===== config.mk =====
export PLATFORM = sky130hd
export DESIGN_NAME = iir_biquad_mac_sequencer_flat
export DESIGN_NICKNAME = d
export VERILOG_FILES = /design/src/rtl/iir_biquad_mac_sequencer_pkg.sv /design/src/rtl/iir_biquad_mac_sequencer_if.sv /design/src/rtl/iir_biquad_mac_sequencer_round_sat.sv /design/src/rtl/iir_biquad_mac_sequencer.sv /design/src/flat_wrapper.sv
export SDC_FILE = /design/constraint.sdc
export NUM_CORES = 1
export LEC_CHECK = 0
export BUFFER_PORTS_ARGS = -buffer_cell sky130_fd_sc_hd__buf_4
export CAP_MARGIN = 10
export CORE_ASPECT_RATIO = 0.5
export CORE_MARGIN = 5
export CORE_UTILIZATION = 41
export CTS_CLUSTER_SIZE = 14
export DETAILED_ROUTE_END_ITERATION = 10
export PLACE_DENSITY = 0.7
export RECOVER_POWER = 25
export SLEW_MARGIN = 20
export SYNTH_ARGS = -nofsm -noshare
export SYNTH_HDL_FRONTEND = slang
export SYNTH_SLANG_ARGS = --single-unit

===== constraint.sdc =====
create_clock -name clk -period 5.2 [get_ports clk]
set_clock_uncertainty 0.15 [all_clocks]
set_input_delay 1.3 -clock clk [delete_from_list [all_inputs] [get_ports clk]]
set_output_delay 1.3 -clock clk [all_outputs]
set_load 0.01 [all_outputs]

===== src/rtl/iir_biquad_mac_sequencer_pkg.sv =====
// iir_seq_pkg: shared types and constants for the biquad MAC sequencer.
// No ports. Provides the FSM state type, tap index type, tap count and MAC latency.
package iir_seq_pkg;
    typedef enum logic [2:0] {IDLE, ISSUE, GAP, DRAIN, OUT} state_t;
    typedef logic [2:0] tap_idx_t;
    localparam int NUM_TAPS = 5;
    localparam int MAC_LAT  = 2;
endpackage


===== src/rtl/iir_biquad_mac_sequencer_if.sv =====
// iir_biquad_mac_sequencer_if: bus between the biquad sequencer and the shared MAC.
// Signals: mac_en (advance), mac_a/mac_b (32-bit signed operands), mac_c (64-bit addend),
// mac_p (64-bit result, MAC_LAT enabled cycles after issue).
// Modports: master = sequencer, slave = MAC.
interface iir_biquad_mac_sequencer_if;
    logic               mac_en;
    logic signed [31:0] mac_a;
    logic signed [31:0] mac_b;
    logic signed [63:0] mac_c;
    logic signed [63:0] mac_p;
    modport master (output mac_en, mac_a, mac_b, mac_c, input mac_p);
    modport slave  (input mac_en, mac_a, mac_b, mac_c, output mac_p);
endinterface


===== src/rtl/iir_biquad_mac_sequencer_round_sat.sv =====
// iir_round_sat: combinational round-half-up by FRAC bits and saturate to OUT_W.
// Ports: acc (in, 64 signed accumulator), y (out, OUT_W signed result), sat (out, clamp happened).
module iir_round_sat #(
    parameter int FRAC  = 30,
    parameter int OUT_W = 16
) (
    input  logic signed [63:0]      acc,
    output logic signed [OUT_W-1:0] y,
    output logic                    sat
);
    // 65-bit working width so adding the half-LSB never wraps; FRAC=0 gives HALF=0
    localparam logic signed [64:0] HALF = (65'sd1 <<< FRAC) >>> 1;
    localparam logic signed [64:0] MAX  = (65'sd1 <<< (OUT_W - 1)) - 65'sd1;
    localparam logic signed [64:0] MIN  = -(65'sd1 <<< (OUT_W - 1));
    logic signed [64:0] r;
    logic               hi;
    logic               lo;
    assign r   = (65'(acc) + HALF) >>> FRAC;
    assign hi  = r > MAX;
    assign lo  = r < MIN;
    assign sat = hi | lo;
    assign y   = hi ? MAX[OUT_W-1:0] : lo ? MIN[OUT_W-1:0] : r[OUT_W-1:0];
endmodule


===== src/rtl/iir_biquad_mac_sequencer.sv =====
// iir_biquad_mac_sequencer: time-multiplexed Direct-Form-I biquad driving a shared registered MAC.
// Ports: clk, reset (sync, active-high), enable (global advance);
// in_valid/in_ready/in_data: sample handshake; coef_b0..coef_a2n: Q2.30 coefficients (a*n pre-negated);
// mac: MAC bus master; out_valid/out_data/out_acc: one-cycle result pulse;
// sat_flag: sticky saturation flag; sat_count: saturating count of saturated outputs.
module iir_biquad_mac_sequencer
    import iir_seq_pkg::*;
#(
    parameter int IN_W  = 16,
    parameter int OUT_W = 16,
    parameter int FRAC  = 30,
    parameter int CNT_W = 16
) (
    input  logic                       clk,
    input  logic                       reset,
    input  logic                       enable,
    input  logic                       in_valid,
    output logic                       in_ready,
    input  logic signed [IN_W-1:0]     in_data,
    input  logic signed [31:0]         coef_b0,
    input  logic signed [31:0]         coef_b1,
    input  logic signed [31:0]         coef_b2,
    input  logic signed [31:0]         coef_a1n,
    input  logic signed [31:0]         coef_a2n,
    iir_biquad_mac_sequencer_if.master mac,
    output logic                       out_valid,
    output logic signed [OUT_W-1:0]    out_data,
    output logic signed [63:0]         out_acc,
    output logic                       sat_flag,
    output logic [CNT_W-1:0]           sat_count
);
    state_t                  state_q, state_d;
    tap_idx_t                tap_q, tap_d;
    logic signed [IN_W-1:0]  x0_q, x0_d, x1_q, x1_d, x2_q, x2_d;
    logic signed [OUT_W-1:0] y1_q, y1_d, y2_q, y2_d;
    logic signed [31:0]      coef_q [NUM_TAPS];
    logic signed [31:0]      coef_d [NUM_TAPS];
    logic                    out_valid_q, out_valid_d;
    logic signed [OUT_W-1:0] out_data_q, out_data_d;
    logic signed [63:0]      out_acc_q, out_acc_d;
    logic                    sat_flag_q, sat_flag_d;
    logic [CNT_W-1:0]        sat_count_q, sat_count_d;
    logic signed [OUT_W-1:0] rs_y;
    logic                    rs_sat;
    logic signed [31:0]      tap_a;
    logic                    issue;
    logic                    accept;

    iir_round_sat #(.FRAC(FRAC), .OUT_W(OUT_W)) u_round_sat (
        .acc (mac.mac_p),
        .y   (rs_y),
        .sat (rs_sat)
    );

    assign in_ready  = enable & ~reset & (state_q == IDLE || state_q == OUT);
    assign accept    = in_valid & in_ready;
    assign issue     = state_q == ISSUE;
    assign tap_a     = tap_q == 3'd0 ? 32'(x0_q) : tap_q == 3'd1 ? 32'(x1_q) :
                       tap_q == 3'd2 ? 32'(x2_q) : tap_q == 3'd3 ? 32'(y1_q) : 32'(y2_q);
    assign mac.mac_en = enable & ~reset;
    assign mac.mac_a  = issue ? tap_a : '0;
    assign mac.mac_b  = issue ? coef_q[tap_q] : '0;
    // Chaining: op k adds the result of op k-1, which lands on mac_p exactly as op k issues
    assign mac.mac_c  = issue && tap_q != '0 ? mac.mac_p : '0;
    assign out_valid  = out_valid_q;
    assign out_data   = out_data_q;
    assign out_acc    = out_acc_q;
    assign sat_flag   = sat_flag_q;
    assign sat_count  = sat_count_q;

    always_comb begin
        state_d     = state_q;
        tap_d       = tap_q;
        x0_d        = x0_q;
        x1_d        = x1_q;
        x2_d        = x2_q;
        y1_d        = y1_q;
        y2_d        = y2_q;
        coef_d      = coef_q;
        out_valid_d = out_valid_q;
        out_data_d  = out_data_q;
        out_acc_d   = out_acc_q;
        sat_flag_d  = sat_flag_q;
        sat_count_d = sat_count_q;
        if (enable) begin
            out_valid_d = 1'b0;
            unique case (state_q)
                IDLE, OUT: state_d = IDLE;
                ISSUE:     state_d = GAP;
                GAP: begin
                    state_d = tap_q == tap_idx_t'(NUM_TAPS - 1) ? DRAIN : ISSUE;
                    tap_d   = tap_q + 1'b1;
                end
                DRAIN: begin
                    state_d     = OUT;
                    out_valid_d = 1'b1;
                    out_acc_d   = mac.mac_p;
                    out_data_d  = rs_y;
                    x1_d        = x0_q;
                    x2_d        = x1_q;
                    y1_d        = rs_y;
                    y2_d        = y1_q;
                    sat_flag_d  = sat_flag_q | rs_sat;
                    sat_count_d = rs_sat && !(&sat_count_q) ? sat_count_q + 1'b1 : sat_count_q;
                end
            endcase
            if (accept) begin
                state_d = ISSUE;
                tap_d   = '0;
                x0_d    = in_data;
                coef_d  = '{coef_b0, coef_b1, coef_b2, coef_a1n, coef_a2n};
            end
        end
    end

    always_ff @(posedge clk) begin
        if (reset) begin
            state_q     <= IDLE;
            tap_q       <= '0;
            x0_q        <= '0;
            x1_q        <= '0;
            x2_q        <= '0;
            y1_q        <= '0;
            y2_q        <= '0;
            coef_q      <= '{default: '0};
            out_valid_q <= 1'b0;
            out_data_q  <= '0;
            out_acc_q   <= '0;
            sat_flag_q  <= 1'b0;
            sat_count_q <= '0;
        end else begin
            state_q     <= state_d;
            tap_q       <= tap_d;
            x0_q        <= x0_d;
            x1_q        <= x1_d;
            x2_q        <= x2_d;
            y1_q        <= y1_d;
            y2_q        <= y2_d;
            coef_q      <= coef_d;
            out_valid_q <= out_valid_d;
            out_data_q  <= out_data_d;
            out_acc_q   <= out_acc_d;
            sat_flag_q  <= sat_flag_d;
            sat_count_q <= sat_count_d;
        end
    end
endmodule


===== src/flat_wrapper.sv =====
// flat-port wrapper written by rule: the top's interface ports become plain ports
module iir_biquad_mac_sequencer_flat import iir_seq_pkg::*;
#(
    parameter int IN_W  = 16,
    parameter int OUT_W = 16,
    parameter int FRAC  = 30,
    parameter int CNT_W = 16
)
  (clk, reset, enable, in_valid, in_ready, in_data, coef_b0, coef_b1, coef_b2, coef_a1n, coef_a2n, out_valid, out_data, out_acc, sat_flag, sat_count, mac_mac_en, mac_mac_a, mac_mac_b, mac_mac_c, mac_mac_p);
  iir_biquad_mac_sequencer_if mac_i ();
  input  logic clk;
  input  logic reset;
  input  logic enable;
  input  logic in_valid;
  output logic in_ready;
  input  logic signed [IN_W-1:0] in_data;
  input  logic signed [31:0] coef_b0;
  input  logic signed [31:0] coef_b1;
  input  logic signed [31:0] coef_b2;
  input  logic signed [31:0] coef_a1n;
  input  logic signed [31:0] coef_a2n;
  output logic out_valid;
  output logic signed [OUT_W-1:0] out_data;
  output logic signed [63:0] out_acc;
  output logic sat_flag;
  output logic [CNT_W-1:0] sat_count;
  output wire logic [$bits(mac_i.mac_en)-1:0] mac_mac_en;
  output wire logic [$bits(mac_i.mac_a)-1:0] mac_mac_a;
  output wire logic [$bits(mac_i.mac_b)-1:0] mac_mac_b;
  output wire logic [$bits(mac_i.mac_c)-1:0] mac_mac_c;
  input wire logic [$bits(mac_i.mac_p)-1:0] mac_mac_p;
  assign mac_mac_en = mac_i.mac_en;
  assign mac_mac_a = mac_i.mac_a;
  assign mac_mac_b = mac_i.mac_b;
  assign mac_mac_c = mac_i.mac_c;
  assign mac_i.mac_p = mac_mac_p;
  iir_biquad_mac_sequencer #(.IN_W(IN_W), .OUT_W(OUT_W), .FRAC(FRAC), .CNT_W(CNT_W)) u_core (.clk(clk), .reset(reset), .enable(enable), .in_valid(in_valid), .in_ready(in_ready), .in_data(in_data), .coef_b0(coef_b0), .coef_b1(coef_b1), .coef_b2(coef_b2), .coef_a1n(coef_a1n), .coef_a2n(coef_a2n), .mac(mac_i), .out_valid(out_valid), .out_data(out_data), .out_acc(out_acc), .sat_flag(sat_flag), .sat_count(sat_count));
endmodule

==> flow_summary.yaml, run 1 <==
synthesis:
  synth_edf_count: 0
  yosysWarnings: 0
  synth_simple_gate_area_share_pct: 25.5
  synth_top_family_by_area: "simple AND/OR/NAND/NOR gates"
  ys_types: 59
  synth_ff_type: "dfxtp_1"
  synth_xor_area_share_pct: 1.22
  synth.cell_area_sq_um: 15000
  post_synth.cell_area_avg_sq_um: 7.71
  synthesis.nets: 2201
  ys_ff_latch: 328
  synth_fa_ha_area_share_pct: 0.583
  synth_compound_area_share_pct: 17.6
  seq_area_frac_synth_pct: 43.7
  syn_inst: 1950
  async_flop_share_pct: 0
  synth_mux_area_share_pct: 6.24
setup_path:
  crit_chain: "or3b_2 > buf_4 > a21oi_4 > buf_4 > and2_1 > buf_4"
  critPathMaxFanout: 51
  timing.rr.end: "u_core.x1_q[9]$_SDFFE_PP0P_"
  worst-setup-path-type: "reg2out"
  crit_top_cell: "buf_4"
  max_stage_delay_ns: 0.90
  reg2reg_depth: 5
  r2r_setup_slack_ns: 1.73
  critPathArrivalTime_ns: 3.32
  cp_data_required_time_ns: 3.75
  critPathCaptureType: "output port"
  critPathSlowestCell: "a21oi_4"
  start_kind: "register"
  rr_startpoint: "u_core.state_q[1]$_SDFFE_PP0P_"
sta:
  rsz0062_at_grt: "no"
  fmax_mhz: 210
  tightestPinTransition_ns: 2.78
  drv_slew: 82
  slew_headroom_pct: -85.2
  period_needed_ns: 4.77
  tns_ns: 0
  fin_crit_sh_pct: 91.8
  layout_setup_ws_ns: 0.428
  setup_viol: 0
  hold_viol_final: 0
floorplan:
  coreArea_sq_um: 36000
  initial_utilization_pct: 41.7
  die_h_microns: 145
  num_io_pins: 472
  die_x_microns: 281
  rows: 49
  dieArea_sq_um: 40800
clock_tree:
  clock_latency_ns: 0.56
  post_cts_buffers: 0
  h-tree-depth: 1
  cts-resized-gates: 0
  cts_hold_buffers: 0
  cts_inserted_buffers: 30
  ctsRootBufferMaster: "clkbuf_16"
  clk_pin_slew_ns: 0.07
  clockBufferDepth: 3
  cts_sinks: 328
  cts_tree: "yes"
run:
  cap_violations: 1
detailed_routing:
  drtPass1Iterations: 5
  vias_per_cell: 5.23
  drt_iter0_markers: 1217
  drtAntennaViolNets: 0
  vias: 14700
  drc: 0
  drt_wl_total_mm: 49.7
  wl_per_cell_microns: 17.7
grt:
  grt_overflow: 0
  grt_pass1_wl_mm: 77.3
  track_usage_pct: 22.9
  grt_max_degree: 136
  antenna_found_initial: 2
  grt_pass1_vias: 13700
placed_design:
  numPortBuffers: 471
  place_congestion: 0.908
  detailedPlacementHpwl_mm: 34.5
  place_ws_ns: 0.504
power_and_ir_drop:
  p_per_area_nw_per_um2: 272
  ir_worst_vdd_v: 0.000278
  power_leakage_nw: 7.23
worst_hold_path:
  hold_path_depth: 2
  hp-class: "reg2reg"
  hold_end: "u_core.coef_q[71]$_SDFFE_PP0P_"
  hp-start: "u_core.coef_q[71]$_SDFFE_PP0P_"
finish:
  drive_above_1_share_pct: 22.8
  syn_to_final_growth_pct: 29.3
  nFillCells: 3573
  seqCellArea_sq_um: 6570
  nNetsFinal: 2551
  multi_input_area_sq_um: 7720
run_status:
  status: "complete, but fails checks"
  violations: "max-capacitance violations, max-slew violations"
-- where the power goes --
part / total, mW / internal (mW) / switching, mW
sequential: 2.58 / 2.56 / 0.0250
combinational: 0.434 / 0.205 / 0.230
clock: 2.26 / 1.29 / 0.976
-- layout by cell type, fill, tap and decap left out, types with 3 or more instances in the layout --
cell type  instances
clkinv_2           8
buf_12             4
o21ai_1            3
inv_1              7
mux2i_1           18
or2_2              4
xnor2_1           17
nand3_1           28
bufinv_16          3
buf_4            421
ha_1               7
dfxtp_1          326
and2_1            68
a211oi_1          32
clkbuf_1          74
a22oi_1           33
nor4_1             9
clkbuf_16         31
or4_1             12
nand2_1          623
xor2_1             4
o21ai_0           19
or3_1              6
mux4_2            32
and3_1             9
nor2b_1            4
nand4_1           15
a21oi_1          338
and4_1             3
o31ai_1            9
o21a_1             7
clkbuf_8           4
nor2_1            86
o31a_1             7
nor3_1             9
-- metrics by stage --
stage          hold WS, ns  power (mW)  area [sq um]  cells  utilization (%)
4_1_cts              0.303        5.34         19700   2804             54.6
3_5_place_dp         0.293        3.08         18700   2752             51.9
6_report             0.302        5.28         19400   2805             53.9
3_3_place_gp         0.290        3.07         18700   2752             51.9
5_1_grt              0.317        5.49         19400   2805             53.9
2_1_floorplan        0.283        2.84         15000   1950                -
-- routing by layer --
layer | GRT usage, % | share of wire [%] | vias up
met5 | 0 | 0.026 | -
met4 | 6.53 | 3.0 | 2
met3 | 3.57 | 4.5 | 93
met2 | 39.6 | 50 | 365
met1 | 30.0 | 42 | 6919
li1 | - | - | 7291
-- sequential cells by signal, summed over array words and instances (netlist names) --
register and flops:
u_core.out_valid 1, u_core.out_data 16, u_core.state_q 3, u_core.tap_q 3, u_core.sat_count 16, u_core.coef_q 160
u_core.x1_q 16, u_core.sat_flag 1, u_core.out_acc 64, u_core.y2_q 16, u_core.x2_q 16, u_core.x0_q 16
-- Yosys cell counts, types with 5 or more instances --
library cell,n,share of area [%]
a21oi_1,339,11
o21a_1,7,0.35
or3_1,6,0.25
a211oi_1,33,1.6
buf_2,7,0.23
dfxtp_1,328,44
nor3_1,11,0.37
ha_1,7,0.58
nand3_1,28,0.93
o31a_1,7,0.41
buf_4,16,0.80
o21ai_0,19,0.63
xnor2_1,17,0.99
clkbuf_1,141,3.5
mux4_2,32,4.8
nor4_1,9,0.37
nand4_1,15,0.62
and2_1,69,2.9
and3_1,9,0.37
buf_1,10,0.25
mux2i_1,18,1.2
nand2_1,624,16
nor2b_1,5,0.21
nor2_1,86,2.1
o31ai_1,9,0.45
or4_1,12,0.60
inv_1,7,0.17
a22oi_1,33,1.6
-- worst max path at each step --
| stage | startpoint | end | cells past startpoint |
|---|---|---|---|
| final | u_core.state_q[0]$_SDFFE_PP0P_ | mac_mac_c[49] | 6 |
| after global routing | u_core.state_q[0]$_SDFFE_PP0P_ | mac_mac_c[49] | 6 |
| after CTS | u_core.state_q[0]$_SDFFE_PP0P_ | mac_mac_c[49] | 6 |
| after detailed placement | mac_mac_p[37] | u_core.sat_count[3]$_SDFFE_PP0P_ | 10 |
| after global placement | mac_mac_p[37] | u_core.sat_count[5]$_SDFFE_PP0P_ | 10 |
| after floorplan | u_core.tap_q[0]$_SDFFE_PP0P_ | mac_mac_a[16] | 10 |
-- critical path: cells and delay by family (launching register included) --
family          cells  cell delay [ns]
compound gates      1             0.90
buf+inv             3             0.79
flops               1             0.42
simple gates        2             0.61
-- kinds of logic after synthesis --
| kind of cell | after synthesis |
|---|---|
| XOR/XNOR | 21 |
| AND/OR/NAND/NOR | 892 |
| AO/OA/AOI/OAI | 465 |
| buffers and inverters | 184 |
| adder cells (fa/ha/maj) | 7 |
| multiplexers | 53 |
| flip-flops | 328 |
-- final cells by class --
cell class | count | area share, %
antenna | 1 | 0.0129
clock buffer | 41 | 4.39
clock inverter | 11 | 0.670
inverter | 8 | 0.155
multi-input combinational | 1438 | 39.8
sequential | 328 | 33.8
tap | 484 | 3.12
timing repair buffer | 494 | 18.1
(Power assumes the default switching activity.)
==> inputs of run 2 (changes only) <==
--- a/config.mk
+++ b/config.mk
@@ -5,6 +5,7 @@
 export SDC_FILE = /design/constraint.sdc
 export NUM_CORES = 1
 export LEC_CHECK = 0
+export ABC_AREA = 1
 export BUFFER_PORTS_ARGS = -buffer_cell sky130_fd_sc_hd__buf_4
 export CAP_MARGIN = 10
 export CORE_ASPECT_RATIO = 0.5
==> flow_summary.yaml, run 2 <==
finish:
  largest_register_ffs: 160
  syn_to_final_growth_pct: 27.2
  most-common-layout-cells: "431 x nand2_1, 390 x buf_4, 383 x a21oi_1, 326 x dfxtp_1, 287 x o21ai_0"
  nNetsFinal: 2937
  drive_above_1_share_pct: 18.2
  nFillCells: 3855
  fin_cells: 3229
  layout_commonest_cell: "nand2_1"
  regMostFlops: "u_core.coef_q"
  final_util_pct: 53.2
synthesis:
  yosysTopAreaCell: "dfxtp_1"
  synth_top_area_share_pct: 41.7
  post_synth.cell_area_avg_sq_um: 6.73
  synthesis.nets: 2593
  synth.top_cells.by_count: "433 x nand2_1, 383 x a21oi_1, 328 x dfxtp_1"
  seq_area_frac_synth_pct: 41.7
  synthTopCellsByArea: "dfxtp_1 42%, a21oi_1 12%, nand2_1 10%, o21ai_0 9.1%, nor2_1 5.2%"
  ys_types: 35
  synth_edf_count: 0
  ys_ff_latch: 328
  yosysWarnings: 0
  post-synth-top-count-cell: "nand2_1"
  synth.cell_area_sq_um: 15800
  synth_ff_type: "dfxtp_1"
  syn_inst: 2342
  async_flop_share_pct: 0
run_status:
  violations: "max-capacitance violations, max-slew violations"
  status: "complete, but fails checks"
grt:
  antenna_found_initial: 2
  grt_pass1_vias: 15800
  grt_pass1_wl_mm: 85.1
  grt_overflow: 0
  track_usage_pct: 24.2
  grt_max_degree: 135
clock_tree:
  cts_sinks: 328
  clockBufferDepth: 3
  cts_inserted_buffers: 31
  clk_pin_slew_ns: 0.07
  clock_latency_ns: 0.57
  cts_tree: "yes"
  cts_hold_buffers: 0
  ctsRootBufferMaster: "clkbuf_16"
  h-tree-depth: 1
  post_cts_buffers: 0
  cts-resized-gates: 0
placed_design:
  numPortBuffers: 471
  place_congestion: 0.975
  detailedPlacementHpwl_mm: 38.9
  place_ws_ns: 1.09
  place_inst: 3173
sta:
  fmax_mhz: 214
  tns_ns: 0
  fin_crit_sh_pct: 90.1
  hold_viol_final: 0
  drv_slew: 276
  setup_viol: 0
  slew_headroom_pct: -71.8
  layout_setup_ws_ns: 0.517
  tightestPinTransition_ns: 2.58
  period_needed_ns: 4.68
  rsz0062_at_grt: "no"
detailed_routing:
  vias_per_cell: 5.16
  vias: 16700
  drt_iter0_markers: 1136
  drt_wl_total_mm: 55.4
  drtAntennaViolNets: 0
  drtPass1Iterations: 5
  wl_per_cell_microns: 17.2
  drc: 0
power_and_ir_drop:
  ir_worst_vdd_v: 0.000206
  power_leakage_nw: 8.39
  power.total_mw: 5.48
  p_per_area_nw_per_um2: 273
floorplan:
  dieArea_sq_um: 42700
  num_io_pins: 472
  rows: 50
  die_x_microns: 287
  initial_utilization_pct: 41.8
  coreArea_sq_um: 37700
  die_h_microns: 149
setup_path:
  rr_startpoint: "u_core.state_q[0]$_SDFFE_PP0P_"
  start_kind: "register"
  critPathMaxFanout: 66
  setup.worst_path.start: "u_core.tap_q[0]$_SDFFE_PP0P_"
  cp_data_required_time_ns: 3.75
  worst-setup-path-type: "reg2out"
  critPathCaptureType: "output port"
  critPathArrivalTime_ns: 3.23
worst_hold_path:
  hp-class: "reg2reg"
  hp-start: "u_core.coef_q[108]$_SDFFE_PP0P_"
run:
  cap_violations: 4
## run 2: cell count changes after synthesis, moves of 25 or more
| cell | change |
|---|---|
| o21ai_0 | +268 |
| inv_1 | +191 |
| nand2_1 | -191 |
| nor2_1 | +131 |
| nand3_1 | +129 |
| and2_1 | -68 |
| a21oi_1 | +44 |
| a22oi_1 | -33 |
| mux4_2 | -32 |
| a211oi_1 | -25 |
## run 2: worst paths after layout
kind,end,slack [ns],depth (start not counted)
max,mac_mac_a[18],0.52,8
min,u_core.coef_q[108]$_SDFFE_PP0P_,0.30,2
max reg2reg,u_core.coef_q[159]$_SDFFE_PP0P_,1.64,4
min reg2reg,u_core.coef_q[108]$_SDFFE_PP0P_,0.30,2
## run 2: routing by layer
layer | track usage, % | vias to the layer above | part of all wire, %
li1 | - | 8360 | -
met1 | 30.9 | 7822 | 42
met2 | 43.3 | 404 | 51
met3 | 3.92 | 74 | 4.9
met4 | 5.78 | 0 | 2.0
met5 | 0 | - | 0
## run 2: final cells by class
| cell class | count | area [sq um] | area share, % |
|---|---|---|---|
| diodes | 2 | 5.00 | 0.0250 |
| clock buffers | 43 | 881 | 4.40 |
| clock inverters | 11 | 118 | 0.587 |
| inverters | 218 | 827 | 4.13 |
| multi-input cells | 1611 | 7600 | 37.9 |
| flip-flops and latches | 328 | 6570 | 32.8 |
| well taps | 520 | 651 | 3.25 |
| repair buffers | 496 | 3390 | 16.9 |
## run 2: power breakdown
part           switching, mW  total [mW]  leakage [nW]  internal [mW]
clock network           1.01        2.29         0.494           1.28
registers             0.0223        2.59          2.66           2.57
logic                  0.353       0.591          5.23          0.238
## run 2: critical path: stages, from the launching register on
cell	delay [ns]
dfxtp_2	0.35
buf_4	0.57
ha_1	0.26
nand2_1	0.41
or2_2	0.46
a21oi_1	0.18
a211oi_2	0.05
buf_4	0.22
buf_4	0.16
## run 2: kinds of logic after synthesis
kind of cell / share of synthesized area, %
AO/OA/AOI/OAI: 23.0
flip-flops: 41.7
buffers and inverters: 10.2
AND/OR/NAND/NOR: 23.8
XOR/XNOR: 0.834
adder cells (fa/ha/maj): 0.556
## run 2: metrics by stage
step	instance area (sq um)	hold slack [ns]
after floorplan	15800	0.280
after global placement	19400	0.290
after detailed placement	19400	0.295
after CTS	20400	0.306
after global routing	20000	0.321
final	20000	0.304
